===== src/rtl/mult_div_unit_if.sv =====
// Handshake and operand/result bundle between the pipeline and the iterative
// multiply/divide unit.
interface mult_div_unit_if #(parameter int WIDTH = 32);
  logic             Start;
  logic [1:0]       MCycleOp;
  logic [WIDTH-1:0] Operand1;
  logic [WIDTH-1:0] Operand2;
  logic [WIDTH-1:0] Result1;
  logic [WIDTH-1:0] Result2;
  logic             Busy;
  logic             Done;

  modport master (
    output Start, MCycleOp, Operand1, Operand2,
    input  Result1, Result2, Busy, Done
  );

  modport slave (
    input  Start, MCycleOp, Operand1, Operand2,
    output Result1, Result2, Busy, Done
  );
endinterface


===== src/rtl/mult_div_unit.sv =====
// Iterative multiply (shift-add) / divide (restoring) unit, one bit per cycle
// on operand magnitudes, with sign fix-up folded into the final iteration.
module mult_div_unit #(
  parameter int WIDTH = 32
) (
  input  logic           CLK,
  input  logic           RESET,
  mult_div_unit_if.slave bus
);

  localparam int CNT_W = $clog2(WIDTH);
  localparam logic [CNT_W-1:0] LAST_ITER = CNT_W'(WIDTH - 1);

  typedef enum logic [1:0] {IDLE, COMPUTING, DONE} state_t;

  state_t             state, state_nxt;
  logic               busy, done, accept, last_iter;
  logic [CNT_W-1:0]   count;
  logic [2*WIDTH-1:0] acc, iter_nxt, prod_signed;
  logic [WIDTH-1:0]   opnd, addend, a_mag, b_mag, quot, rem;
  logic [WIDTH:0]     add_sum, trial, diff;
  logic               is_div, neg_lo, neg_rem;
  logic               a_neg, b_neg;
  logic [WIDTH-1:0]   result1_q, result2_q;

  always_ff @(posedge CLK) begin
    if (RESET) state <= IDLE;
    else       state <= state_nxt;
  end

  always_comb begin
    state_nxt = state;
    busy      = 1'b0;
    done      = 1'b0;
    case (state)
      IDLE: begin
        if (bus.Start) begin
          busy      = 1'b1;
          state_nxt = COMPUTING;
        end
      end
      COMPUTING: begin
        busy = 1'b1;
        if (count == LAST_ITER) state_nxt = DONE;
      end
      DONE: begin
        done = 1'b1;
        if (bus.Start) begin
          busy      = 1'b1;
          state_nxt = COMPUTING;
        end else begin
          state_nxt = IDLE;
        end
      end
      default: state_nxt = IDLE;
    endcase
    if (RESET) begin
      busy = 1'b0;
      done = 1'b0;
    end
  end

  assign accept    = (state != COMPUTING) && bus.Start;
  assign last_iter = (state == COMPUTING) && (count == LAST_ITER);

  assign a_neg = bus.MCycleOp[1] & bus.Operand1[WIDTH-1];
  assign b_neg = bus.MCycleOp[1] & bus.Operand2[WIDTH-1];
  assign a_mag = a_neg ? -bus.Operand1 : bus.Operand1;
  assign b_mag = b_neg ? -bus.Operand2 : bus.Operand2;

  // Multiply: acc = {partial sum, remaining multiplier}.
  // Divide:   acc = {partial remainder, dividend bits shifting into quotient}.
  always_comb begin
    addend   = acc[0] ? opnd : {WIDTH{1'b0}};
    add_sum  = {1'b0, acc[2*WIDTH-1:WIDTH]} + {1'b0, addend};
    trial    = acc[2*WIDTH-1:WIDTH-1];
    diff     = trial - {1'b0, opnd};
    iter_nxt = {add_sum, acc[WIDTH-1:1]};
    if (is_div) begin
      if (diff[WIDTH]) iter_nxt = {trial[WIDTH-1:0], acc[WIDTH-2:0], 1'b0};
      else             iter_nxt = {diff[WIDTH-1:0], acc[WIDTH-2:0], 1'b1};
    end
  end

  assign prod_signed = neg_lo ? -iter_nxt : iter_nxt;
  assign quot        = iter_nxt[WIDTH-1:0];
  assign rem         = iter_nxt[2*WIDTH-1:WIDTH];

  always_ff @(posedge CLK) begin
    if (RESET) begin
      count     <= '0;
      acc       <= '0;
      opnd      <= '0;
      is_div    <= 1'b0;
      neg_lo    <= 1'b0;
      neg_rem   <= 1'b0;
      result1_q <= '0;
      result2_q <= '0;
    end else if (accept) begin
      count   <= '0;
      is_div  <= bus.MCycleOp[0];
      opnd    <= bus.MCycleOp[0] ? b_mag : a_mag;
      acc     <= {{WIDTH{1'b0}}, (bus.MCycleOp[0] ? a_mag : b_mag)};
      // A zero divisor leaves the quotient all-ones regardless of sign mode.
      neg_lo  <= (a_neg ^ b_neg) && !(bus.MCycleOp[0] && (bus.Operand2 == '0));
      neg_rem <= a_neg;
    end else if (state == COMPUTING) begin
      count <= count + 1'b1;
      acc   <= iter_nxt;
      if (last_iter) begin
        if (is_div) begin
          result1_q <= neg_lo  ? -quot : quot;
          result2_q <= neg_rem ? -rem  : rem;
        end else begin
          result1_q <= prod_signed[WIDTH-1:0];
          result2_q <= prod_signed[2*WIDTH-1:WIDTH];
        end
      end
    end
  end

  assign bus.Busy    = busy;
  assign bus.Done    = done;
  assign bus.Result1 = result1_q;
  assign bus.Result2 = result2_q;

endmodule


===== src/flat_wrapper.sv =====
// flat-port wrapper written by rule: the top's interface ports become plain ports
module mult_div_unit_flat 
#(
  parameter int WIDTH = 32
)
  (CLK, RESET, bus_Start, bus_MCycleOp, bus_Operand1, bus_Operand2, bus_Result1, bus_Result2, bus_Busy, bus_Done);
  mult_div_unit_if #(.WIDTH(WIDTH)) bus_i ();
  input  logic CLK;
  input  logic RESET;
  input wire logic [$bits(bus_i.Start)-1:0] bus_Start;
  input wire logic [$bits(bus_i.MCycleOp)-1:0] bus_MCycleOp;
  input wire logic [$bits(bus_i.Operand1)-1:0] bus_Operand1;
  input wire logic [$bits(bus_i.Operand2)-1:0] bus_Operand2;
  output wire logic [$bits(bus_i.Result1)-1:0] bus_Result1;
  output wire logic [$bits(bus_i.Result2)-1:0] bus_Result2;
  output wire logic [$bits(bus_i.Busy)-1:0] bus_Busy;
  output wire logic [$bits(bus_i.Done)-1:0] bus_Done;
  assign bus_i.Start = bus_Start;
  assign bus_i.MCycleOp = bus_MCycleOp;
  assign bus_i.Operand1 = bus_Operand1;
  assign bus_i.Operand2 = bus_Operand2;
  assign bus_Result1 = bus_i.Result1;
  assign bus_Result2 = bus_i.Result2;
  assign bus_Busy = bus_i.Busy;
  assign bus_Done = bus_i.Done;
  mult_div_unit #(.WIDTH(WIDTH)) u_core (.CLK(CLK), .RESET(RESET), .bus(bus_i));
endmodule

===== config.mk =====
export PLATFORM = sky130hd
export DESIGN_NAME = mult_div_unit_flat
export DESIGN_NICKNAME = d
export VERILOG_FILES = /design/src/rtl/mult_div_unit_if.sv /design/src/rtl/mult_div_unit.sv /design/src/flat_wrapper.sv
export SDC_FILE = /design/constraint.sdc
export NUM_CORES = 1
export LEC_CHECK = 0
export CAP_MARGIN = 30
export CORE_MARGIN = 1.5
export CORE_UTILIZATION = 30
export CTS_CLUSTER_DIAMETER = 200
export DETAILED_ROUTE_END_ITERATION = 8
export GPL_ROUTABILITY_DRIVEN = 0
export GPL_TIMING_DRIVEN = 0
export PLACE_DENSITY = 0.49
export SETUP_SLACK_MARGIN = 0.3
export SYNTH_ARGS = -nofsm -noshare
export SYNTH_HDL_FRONTEND = slang
export SYNTH_SLANG_ARGS = --single-unit

===== constraint.sdc =====
create_clock -name CLK -period 7.75 [get_ports CLK]
set_clock_uncertainty 0.2 [all_clocks]
set_input_delay 1.9375 -clock CLK [delete_from_list [all_inputs] [get_ports CLK]]
set_output_delay 1.9375 -clock CLK [all_outputs]
set_load 0.05 [all_outputs]

# [Word-level counts from Yosys, hierarchy flattened]
# Cells that the tools add are included.
[totals] input_bits=69 reg_bits=170 out_inout_bits=66
[op_classes] eq_ne=6 muxes=23 n_reduce_logical=12 add_sub_neg=8 bitwise_logic=4
[op_table] operator="32-bit two-way mux" count=11
[op_table] operator="64-bit two-way mux" count=3
[op_table] operator="32-bit negator" count=4
[op_table] operator="64-bit negator" count=1
[op_table] operator="32-bit by 32-bit adder with 33-bit output" count=1
[op_table] operator="33-bit by 32-bit subtractor with 33-bit output" count=1
[op_table] operator="32-bit zero test" count=1
[op_table] operator="2-bit case mux with 3 select lines" count=1
[op_table] operator="5-bit by 1-bit adder with 5-bit output, second input constant" count=1
[op_table] operator="5-bit == test, second input constant" count=1
[op_table] operator="1-bit two-way mux" count=5
[op_table] operator="1-bit logical AND" count=4
[op_table] operator="2-bit two-way mux" count=2
[op_table] operator="2-bit inequality test, second input constant" count=2
[op_table] operator="2-bit OR reduction" count=2
[op_table] operator="3-bit AND reduction" count=1
[op_table] operator="1-bit AND" count=2
[op_table] operator="2-bit by 1-bit == test with 1-bit output, second input constant" count=1
[op_table] operator="2-bit == test, second input constant" count=1
[op_table] operator="2-bit zero test" count=1
[op_table] operator="2-bit by 1-bit inequality test with 1-bit output, second input constant" count=1
[op_table] operator="1-bit case mux with 2 select lines" count=1
[op_table] operator="2-bit AND reduction" count=1
[op_table] operator="2-bit nonzero test" count=1
[op_table] operator="other kinds (3)" count=3

# [Logic depth before layout (Yosys ltp)]
# Gate-level depths: netlist (run 1).
[logic_depth] ltp_word=6 mapped_depth=24

# [Worst setup path after synthesis (run 1)]
# Ideal clock, no wire load.
[synth_timing] path_type="flip-flop to flip-flop" start="reg u_core.opnd[21]" end="reg u_core.result2_q[14], in the netlist u_core.bus.Result2[14]" path_buffers=3 period_less_slack_ps=5623 t_arrival_ps=5338 path_stages_with_launch=25 setup_ps=86 setup_slack_ps=2127 cell_sequence="dfxtp_1 inv_1 ha_1 buf_6 a21oi_2 o211a_1 o221ai_2 a221o_1 buf_6 nor3_2 nor2_2 clkbuf_1 mux2i_1 ha_1 o211ai_1 or2_1 nor4_2 nand4_1 or2_2 and2_1 o21a_1 or3_1 o21a_1 xor2_1 a211oi_1"
[synth_between] elab_chain_len=6 elab_cells_between_ends=8 classes_between="add/sub (3); mux (5)"
[synth_rtl] element="from (decl)" line="mult_div_unit.sv:20" text="logic [WIDTH-1:0] opnd, addend, a_mag, b_mag, quot, rem;"
[synth_rtl] element="from (signal assigned)" line="mult_div_unit.sv:102" text="opnd <= bus.MCycleOp[0] ? b_mag : a_mag;"
[synth_rtl] element="33-bit by 32-bit subtractor with 33-bit output *" line="mult_div_unit.sv:77" text="diff = trial - {1'b0, opnd};"
[synth_rtl] element="64-bit two-way mux *" line="mult_div_unit.sv:80" text="if (diff[WIDTH]) iter_nxt = {trial[WIDTH-1:0], acc[WIDTH-2:0], 1'b0};"
[synth_rtl] element="64-bit two-way mux *" line="mult_div_unit.sv:79" text="if (is_div) begin"
[synth_rtl] element="64-bit negator / 32-bit negator (equally long branches)" line="mult_div_unit.sv:85, mult_div_unit.sv:113"
[synth_rtl] element="64-bit two-way mux / 32-bit two-way mux (equally long branches)" line="mult_div_unit.sv:85, mult_div_unit.sv:113"
[synth_rtl] element="32-bit two-way mux *" line="mult_div_unit.sv:111" text="if (is_div) begin"
[synth_rtl] element="to (signal assigned)" line="mult_div_unit.sv:113" text="result2_q <= neg_rem ? -rem : rem;"
[synth_rtl] element="to (signal assigned)" line="mult_div_unit.sv:116" text="result2_q <= prod_signed[2*WIDTH-1:WIDTH];"
[synth_rtl] element="to (decl)" line="mult_div_unit.sv:24" text="logic [WIDTH-1:0] result1_q, result2_q;"
# Mark *: on every way between the ends. The rest lies on a longest branch, timed or not.
# A chain may end at the register's enable or synchronous reset.

# [Worst setup path in the final report (run 1)]
[layout_timing] start="reg u_core.opnd[27]" end="reg u_core.result2_q[14], in the netlist u_core.bus.Result2[14]"
# Same word-level chain as after synthesis.

==> summary.md, run 1 <==
| Metric | Value |
|---|---|
| Outcome | finished, final reports clean |
| Crit path DAT | 7.38 ns |
| Number of global-route vias before repair | 15839 |
| Post-Place Worst Slack | 0.222 ns |
| Final hold violations | 0 |
| PnR worst setup slack | ~0.56 ns |
| Cts bufs inserted | 17 |
| Buffers on Ports | 134 |
| Die W | 228 microns |
| Vias | 16519 |
| Ys Warns | 0 |
| Boundary Pins | 135 |
| Post-CTS Setup Bufs | 0 |
| Critical path start-end classification | reg2reg |
| Avg Synthesized Cell Area | between 7 and 8 sq um |
| Post_cts resized | 1 |
| Top-area cell type share of the netlist area | 22.5% |
| Clock Latency Late Sink | 0.49 ns |
| Post-layout min period | between 7 and 8 ns |
| Clock buffer depth | 2 |
| Crit-path max FO | 10 |
| Vias per cell | 5.62 |
| Initial Util | a little under a third |
| Worst hold path class | reg2reg |
| CP endpoint kind | flop |
| Nets@finish | 2396 |
| Fraction of registers with async set or reset after synthesis | 0% |
| CTS tree | done |
| Routed WL | 65100 microns |
| Seq/Total Area, Yosys | 22.5% |
| Hpwl dp | 53500 microns |
| Hold Crit Endpoint | u_core.bus.Result2[12] |
| First-pass GRT wire length | just under 100000 microns |
| Slew margin rel. | 29.4% |
| # setup viols final | 0 |
| Final period util | 92.7% |
| Die Footprint | between 0.05 and 0.06 sq mm |
| All-Layer GR Usage | 25.0% |
| Core Region | 0.0500 sq mm |
| Clock root buffer | clkbuf_16 |
| Worst-Margin Slew | ~1.0 ns |
| Fin Setup TNS | 0 ns |
| Syn-to-layout area delta | 18.7% |
| Syn Nets | roughly 2200 |
| Total power | around 3.0 mW |
| Row cnt | between 80 and 90 |
| Clock-pin slew on the worst setup and hold paths | 0.07 ns |
| H-tree Lvls | 4 |
| Type of origin of the critical path | flop |
| Hold Path Depth | 2 |
| Fillers | 5397 |
| Post-synth EDFFs | 0 |
| Clock sink count | 170 |
| Worst r2r dst | u_core.bus.Result2[14] |
| DR WL/cell | between 20 and 25 microns |
| Synthesized flop and latch total | 170 |
| First-pass iteration count of the detailed router | 5 |
| FF-to-FF setup slack | about 0.56 ns |
| Worst VDD drop | 0.178 mV |
| Final Max Tran Viols | 0 |
| Largest net degree at the start of global routing | 20 |
| Die Ht | 228 microns |
| Syn Inst Count | between 2000 and 2500 |
| Main synth FF type | dfxtp_1 |
| Synth cell types | 101 |
| RSZ-0062 raised after global routing | false |
| Global route total overflow | 0 |
| Max cap viols | 0 |
| DRC viols | 0 |
| Top cells by area, synth | dfxtp_1 22%, a21oi_1 7.6%, a211oi_1 6.5%, nor2_1 6.5%, nand2_1 6.0% |
| FF-to-FF Start | u_core.opnd[27] |
| Initial DRC Count | 1376 |
| Post-route ant nets | 0 |
| Fmax | 0.139 GHz |
| Mapped Area | 0.0151 sq mm |
| Layout cells sized above 1 | ~5.6% |
| Post-synth top area cell | dfxtp_1 |
| Post-CTS Hold Buffers | 0 |
| Pwr per Cell Area | 166 mW/mm^2 |
| Initial antenna violation count | 2 |
| Hold_sp | u_core.bus.Result2[12] |
| Crit path required time | 7.94 ns |
| Leak Pwr | 6.39 nW |
| R2r worst-path depth | 23 |
power by group:
part	internal, mW	total (mW)	switching, mW
logic	0.382	1.12	0.735
registers	0.911	0.971	0.0598
clock network	0.444	0.897	0.453
total	1.74	2.99	1.25
layout by cell type (no fill, tap or decap), drive strengths merged, types with 70 or more instances in the layout:
master and n:
dfxtp 170, ha 70, xnor2 86, clkbuf 112
nor2 262, clkdlybuf4s50 134, a211oi 133, nand2 243
a21oi 235, o21ai 99
layer usage:
metal | part of all wire [%] | routed length (microns) | vias to the layer above | global-route usage (%)
li1 | - | - | 7937 | -
met1 | 45 | 29100 | 7853 | 32.9
met2 | 46 | 29900 | 605 | 40.9
met3 | 5.5 | 3590 | 122 | 3.29
met4 | 3.9 | 2550 | 2 | 11.2
met5 | 0.020 | 13 | - | 0
cells in the mapped netlist, types with 21 or more instances:
| library cell | count |
|---|---|
| xnor2_1 | 86 |
| inv_1 | 59 |
| a211oi_1 | 132 |
| ha_1 | 70 |
| xor2_1 | 68 |
| nand2_1 | 242 |
| nand3_1 | 31 |
| nor2_1 | 261 |
| o21ai_0 | 93 |
| a21o_1 | 21 |
| a21oi_1 | 230 |
| mux2i_1 | 38 |
| clkbuf_1 | 94 |
| dfxtp_1 | 170 |
| and2_1 | 46 |
| nand4_1 | 28 |
| o211ai_1 | 33 |
| nor3_1 | 52 |
cell families after synthesis:
family / share of synthesized area (%)
compound gates: 29.8
xor+xnor: 8.91
fa+ha+maj: 6.05
buf+inv: 5.15
flops: 22.5
mux: 3.18
simple gates: 24.5
through the flow:
step	instances	hold WS [ns]	utilization, %	instance area, sq um
finish	2941	0.251	36.0	18000
global route	2940	0.271	36.0	18000
CTS	2940	0.256	35.9	18000
detailed placement	2908	0.246	34.7	17300
global placement	2906	0.245	34.7	17300
floorplan	2100	0.240	-	15100
area by class of cell:
class / count / area, sq um / share of cell area (%)
inverter: 61 / 229 / 1.27
clock inverter: 14 / 171 / 0.954
multi-input combinational: 1736 / 11000 / 61.1
tap: 672 / 841 / 4.68
timing repair buffer: 136 / 1360 / 7.55
buffer: 133 / 553 / 3.08
sequential: 170 / 3400 / 18.9
clock buffer: 18 / 439 / 2.44
antenna: 1 / 2.50 / 0.0139
how the worst max path moves through the flow:
stage	startpoint	end
finish	u_core.opnd[27]	u_core.bus.Result2[14]
global route	u_core.opnd[27]	u_core.bus.Result2[14]
CTS	u_core.opnd[30]	u_core.bus.Result2[14]
detailed placement	u_core.opnd[29]	u_core.bus.Result2[14]
global placement	u_core.opnd[30]	u_core.bus.Result2[14]
floorplan	u_core.opnd[21]	u_core.bus.Result2[14]
flip-flops by register name, summed over array words and instances, names as in the netlist:
signal,flops
u_core.state,2
u_core.count,5
u_core.is_div,1
u_core.neg_lo,1
u_core.bus.Result1,32
u_core.acc,64
u_core.opnd,32
u_core.bus.Result2,32
u_core.neg_rem,1
worst max-delay path, cell delays in order, from the launching register on:
cell and delay (ns):
dfxtp_1 0.53, inv_1 0.08, ha_1 0.39, a21oi_2 0.25, o211a_1 0.21, o221ai_2 0.15, a221o_1 0.36, buf_6 0.15
nor3_2 0.38, nor2_2 0.23, clkbuf_2 0.33, mux2i_4 0.32, ha_1 0.26, o211ai_1 0.18, or2_1 0.34, nor4_2 0.41
nand4_1 0.35, or2_2 0.47, and2_1 0.24, o21a_1 0.25, or3_1 0.40, o21a_1 0.23, xor2_1 0.15, a211oi_1 0.22
(Power assumes the default switching activity.)
==> run 2: changes to the inputs <==
--- a/config.mk
+++ b/config.mk
@@ -10,9 +10,10 @@
 export CORE_UTILIZATION = 30
 export CTS_CLUSTER_DIAMETER = 200
 export DETAILED_ROUTE_END_ITERATION = 8
+export DONT_BUFFER_PORTS = 1
 export GPL_ROUTABILITY_DRIVEN = 0
 export GPL_TIMING_DRIVEN = 0
-export PLACE_DENSITY = 0.49
+export PLACE_DENSITY = 0.46
 export SETUP_SLACK_MARGIN = 0.3
 export SYNTH_ARGS = -nofsm -noshare
 export SYNTH_HDL_FRONTEND = slang
==> summary.md, run 2 (synthesized netlist as in run 1, its figures left out) <==
| Metric | Value |
|---|---|
| Outcome | finished, final reports clean |
| Hold_sp | u_core.count[4] |
| Type of origin of the critical path | flop |
| Die Ht | 228 microns |
| CP endpoint kind | flop |
| Leak Pwr | around 6 nW |
| Number of global-route vias before repair | 15068 |
| Layout cells sized above 1 | 5.95% |
| FF-to-FF Start | u_core.acc[31] |
| Fin Setup TNS | 0 ns |
| Die Footprint | 0.0518 sq mm |
| Post-CTS Hold Buffers | 0 |
| Crit path DAT | approximately 7.3 ns |
| CP cell instances | inv_1 -> ha_1 -> fa_1 -> nand2b_1 -> a21o_1 -> a21boi_2 -> o211ai_2 -> a21oi_4 -> nor2_2 -> clkbuf_2 -> mux2i_4 -> ha_1 -> o211ai_1 -> or2_1 -> nor4_2 -> nand4_1 -> or2_2 -> and2_1 -> o21a_1 -> or3_1 -> o21a_1 -> xor2_1 -> a211oi_1 |
| FF-to-FF setup slack | approximately 0.59 ns |
| DR WL/cell | roughly 23 microns |
| DRC viols | 0 |
| Syn-to-layout area delta | 9.79% |
| Worst-Margin Slew | 1.05 ns |
| Post-layout min period | 7.16 ns |
| Hpwl dp | between 50000 and 60000 microns |
| Crit path required time | 7.92 ns |
| Hold Crit Endpoint | u_core.count[4] |
| Buffers on Ports | 0 |
| All-Layer GR Usage | 24.8% |
| Critical path start-end classification | reg2reg |
| Buffer and inverter count on the worst path | 2 |
| Routed WL | 65000 microns |
| Die W | 228 microns |
| Commonest non-fill, non-tap cells in the layout | 261 x nor2_1, 242 x nand2_1, 230 x a21oi_1 |
| Boundary Pins | 135 |
| Clock root buffer | clkbuf_16 |
| # setup viols final | 0 |
| CTS tree | done |
| H-tree Lvls | 4 |
| First-pass GRT wire length | 95100 microns |
| Highest-delay cell along the critical path | or2_2 |
| Max cap viols | 0 |
| Cts bufs inserted | 17 |
| Final Max Tran Viols | 0 |
| RSZ-0062 raised after global routing | false |
| DP Area | 0.0160 sq mm |
| Post-route ant nets | 0 |
| CP max stage delay | 0.47 ns |
| Core Region | 0.0500 sq mm |
| Max reg flops | 64 |
| Initial antenna violation count | 2 |
| Clock-pin slew on the worst setup and hold paths | 0.07 ns |
| PnR worst setup slack | 0.587 ns |
| Cell area after layout | 0.0166 sq mm |
| Row cnt | 82 |
| Initial DRC Count | approximately 1400 |
| Nets@finish | 2262 |
| First-pass iteration count of the detailed router | 5 |
| Crit-path max FO | 10 |
| Worst VDD drop | about 0.13 mV |
| Worst r2r dst | u_core.bus.Result2[14] |
| Vias per cell | 5.70 |
| Clock Latency Late Sink | 0.46 ns |
| Hold Path Depth | 2 |
| Crit-path leading delay family | simple AND/OR/NAND/NOR gates |
| Final period util | 92.4% |
| Worst hold path class | reg2reg |
| Most flop-heavy register | u_core.acc |
| Initial Util | 30.3% |
| Pwr per Cell Area | roughly 180 mW/mm^2 |
| Largest net degree at the start of global routing | 17 |
| Slew margin rel. | between 20% and 30% |
| Global route total overflow | 0 |
| Clock buffer depth | 2 |
| Clock sink count | 170 |
| Util after Layout | 33.3% |
| Post-Place Worst Slack | 0.155 ns |
| Post-CTS Setup Bufs | 0 |
| Commonest non-fill, non-tap cell in the layout | nor2_1 |
| Final hold violations | 0 |
| Fmax | 0.140 GHz |
| Vias | 16009 |
| R2r worst-path depth | 23 |
## run 2: layer usage
metal / track usage, % / wire [microns]
met1: 32.0 / 28100
met2: 41.3 / 30400
met3: 4.44 / 4390
met4: 8.99 / 2140
met5: 0 / 0
## run 2: worst max path at each step
stage               startpoint                      to  slack [ns]  cells past startpoint
2_1_floorplan  u_core.opnd[21]  u_core.bus.Result2[14]        2.13                     24
3_3_place_gp   u_core.opnd[29]  u_core.bus.Result2[14]        0.18                     21
3_5_place_dp   u_core.opnd[29]  u_core.bus.Result2[14]        0.15                     21
4_1_cts        u_core.opnd[27]  u_core.bus.Result2[14]        0.41                     23
5_1_grt         u_core.acc[31]  u_core.bus.Result2[14]        0.35                     23
6_report        u_core.acc[31]  u_core.bus.Result2[14]        0.59                     23
## run 2: worst min-delay path: cells and delay by family (launching register included)
| family | cells | cell delay [ns] |
|---|---|---|
| flops | 1 | 0.32 |
| simple gates | 1 | 0.06 |
| compound gates | 1 | 0.05 |
## run 2: cell type report
type	instances	area (sq um)
Fill cell	5456	33300
Multi-Input combinational cell	1736	11000
Sequential cell	170	3400
Tap cell	672	841
Buffer	133	553
Clock buffer	20	467
Inverter	61	229
Clock inverter	12	126
Timing Repair Buffer	2	12.5
Antenna cell	2	5.00
## run 2: report_power, final
group | switching [mW] | internal (mW) | leakage, nW
Sequential | 0.0603 | 0.912 | 1.38
Combinational | 0.717 | 0.353 | 4.23
Clock | 0.410 | 0.477 | 0.287
## run 2: through the flow
step	instances	power (mW)	hold WS [ns]
floorplan	2100	1.69	0.240
global placement	2772	2.03	0.256
detailed placement	2774	2.03	0.261
CTS	2806	2.92	0.271
global route	2806	3.05	0.301
finish	2808	2.93	0.274
## run 2: repair_timing
item,CTS,global route
gates resized for setup,2,4
pin swaps,0,0
endpoints found under the setup margin,2,6
==> run 3: changes to the inputs <==
--- a/config.mk
+++ b/config.mk
@@ -13,7 +13,6 @@
 export DONT_BUFFER_PORTS = 1
 export GPL_ROUTABILITY_DRIVEN = 0
 export GPL_TIMING_DRIVEN = 0
-export PLACE_DENSITY = 0.46
 export SETUP_SLACK_MARGIN = 0.3
 export SYNTH_ARGS = -nofsm -noshare
 export SYNTH_HDL_FRONTEND = slang
==> summary.md, run 3 (synthesized netlist as in run 1, its figures left out) <==
| Metric | Value |
|---|---|
| Final period util | 91.8% |
| CTS tree | done |
| Vias per cell | 5.85 |
| Final Max Tran Viols | 0 |
| Slew margin rel. | 24.5% |
| Met2 Use GR | 36.7% |
| Boundary Pins | about 140 |
| Crit path DAT | 7.26 ns |
| Leak Pwr | 5.91 nW |
| Hpwl dp | 50200 microns |
| # setup viols final | 0 |
| N_diodes | 0 |
| Max reg flops | 64 |
| Die Ht | 228 microns |
| Cts bufs inserted | 17 |
| Crit path required time | 7.89 ns |
| Crit-path max FO | 10 |
| Fin Setup TNS | 0 ns |
| FF-to-FF setup slack | ~0.64 ns |
| CP endpoint kind | flop |
| Global route total overflow | 0 |
| Clock buffer depth | 2 |
| Grt met1 use | 29.6% |
| Largest net degree at the start of global routing | 18 |
| Clock root buffer | clkbuf_16 |
| Post-CTS Setup Bufs | 0 |
| Initial Util | 30.3% |
| Routed WL | 61000 microns |
| Clock sink count | 170 |
| First-pass iteration count of the detailed router | 6 |
| Post-route ant nets | 0 |
| Commonest non-fill, non-tap cells in the layout | 261 x nor2_1, 242 x nand2_1, 230 x a21oi_1 |
| Internal power | 1.75 mW |
| Number of global-route vias before repair | 15263 |
| Commonest non-fill, non-tap cell in the layout | nor2_1 |
| Post-CTS Hold Buffers | 0 |
| Clock Latency Late Sink | 0.45 ns |
| Most flop-heavy register | u_core.acc |
| Syn-to-layout area delta | 9.82% |
| Combinational Power Share | 35.9% |
| Clock share of power | 30.9% |
| Hold_sp | u_core.count[4] |
| Hold Crit Endpoint | u_core.count[4] |
| Final hold violations | 0 |
| RSZ-0062 raised after global routing | false |
| Layout Cells excl Fill | 2807 |
| Post-Place Worst Slack | approximately 0.22 ns |
| Area of the multi-input gates | 0.0110 sq mm |
| R2r worst-path depth | 21 |
| DR WL/cell | about 22 microns |
| Met3 usage | 4.27% |
| Layout cells sized above 1 | 6.00% |
| Buffers on Ports | 0 |
| Sw Share | between 40 and 50% |
| Outcome | finished, final reports clean |
| Hold Path Depth | 2 |
| GR peak layer | met2 |
| Worst r2r dst | u_core.bus.Result2[14] |
| Pwr per Cell Area | around 180 mW/mm^2 |
| NetSw | 1.17 mW |
| Util after Layout | approximately a third |
| FF/Latch Area | 0.00340 sq mm |
| Vias | 16431 |
| Fillers | 5358 |
| First-pass GRT wire length | roughly 91000 microns |
| Row cnt | between 80 and 90 |
| Worst VDD drop | roughly 0.16 mV |
| Initial antenna violation count | 1 |
| Total power | between 2 and 3 mW |
| Max cap viols | 0 |
| All-Layer GR Usage | 23.0% |
| Core Region | 0.0500 sq mm |
| Worst-Margin Slew | 1.12 ns |
| PnR worst setup slack | roughly 0.64 ns |
| Nets@finish | ~2300 |
| Worst hold path class | reg2reg |
| Die Footprint | 0.0518 sq mm |
| Fmax | 0.141 GHz |
| Initial DRC Count | 1677 |
| Type of origin of the critical path | flop |
| FF-to-FF Start | u_core.opnd[30] |
| Part of the power in registers | between 30 and 40% |
| Dpl cells | 2774 |
| DRC viols | 0 |
| H-tree Lvls | 4 |
| Post-layout min period | ~7.1 ns |
| Critical path start-end classification | reg2reg |
| Clock-pin slew on the worst setup and hold paths | 0.08 ns |
| Die W | 228 microns |
## run 3: changes by cell type in the layout (fill, tap and decap cells not counted)
cell,delta
bufinv_16,+1
clkbuf_2,+1
clkbuf_8,-3
diode_2,-2
inv_8,+2
nor3_2,+1
nor3_4,-1
## run 3: layer usage
metal	routed length (microns)	part of all wire [%]	up-vias
met4	3220	5.3	2
met3	5450	8.9	173
li1	-	-	7696
met5	19	0.031	-
met2	27400	45	830
met1	24900	41	7730
## run 3: final cells by class
cell class | count | area share (%)
tap | 672 | 5.05
inverter | 61 | 1.38
buffer | 133 | 3.32
clock buffer | 17 | 2.56
clock inverter | 15 | 1.08
sequential | 170 | 20.5
timing repair buffer | 3 | 0.105
multi-input combinational | 1736 | 66.0
## run 3: through the flow
step                      hold slack (ns)  cell area, sq um
final                               0.269             16600
after global routing                0.295             16600
after CTS                           0.270             16600
after detailed placement            0.261             16000
after global placement              0.256             16000
after floorplan                     0.240             15100
## run 3: repair_timing
action,in CTS,in global routing
resized for setup,1,4
endpoints found under the setup margin,2,4
endpoints found under the hold margin,0,0
pin swaps,0,0
## run 3: worst max-delay path by stage
| stage | start | endpoint | slack [ns] | cells after the start |
|---|---|---|---|---|
| floorplan | u_core.opnd[21] | u_core.bus.Result2[14] | 2.13 | 24 |
| global placement | u_core.opnd[30] | u_core.bus.Result2[14] | 0.36 | 21 |
| detailed placement | u_core.opnd[23] | u_core.bus.Result2[14] | 0.22 | 22 |
| CTS | u_core.opnd[23] | u_core.bus.Result2[14] | 0.34 | 22 |
| global route | u_core.opnd[27] | u_core.bus.Result2[14] | 0.39 | 23 |
| finish | u_core.opnd[30] | u_core.bus.Result2[14] | 0.64 | 21 |
## run 3: worst max-delay path, stage by stage (launching register included)
cell and delay, ns:
dfxtp_1 0.50, inv_1 0.08, ha_1 0.38, nand4_1 0.24, nor4_2 0.54, o211ai_2 0.35
a21oi_4 0.38, nor2_2 0.21, clkbuf_2 0.31, mux2i_4 0.32, ha_1 0.25, o211ai_1 0.15
or2_1 0.33, nor4_2 0.40, nand4_1 0.32, or2_2 0.46, and2_1 0.24, o21a_1 0.25
or3_1 0.39, o21a_1 0.22, xor2_1 0.16, a211oi_1 0.28
## run 3: power by group through the flow
stage,sequential [mW],combinational [mW],clock (mW)
after floorplan,0.959,0.728,0
after global placement,0.986,0.998,0
after detailed placement,0.987,1.01,0
after CTS,0.967,1.02,0.909
after global routing,0.972,1.13,0.947
final,0.971,1.05,0.901
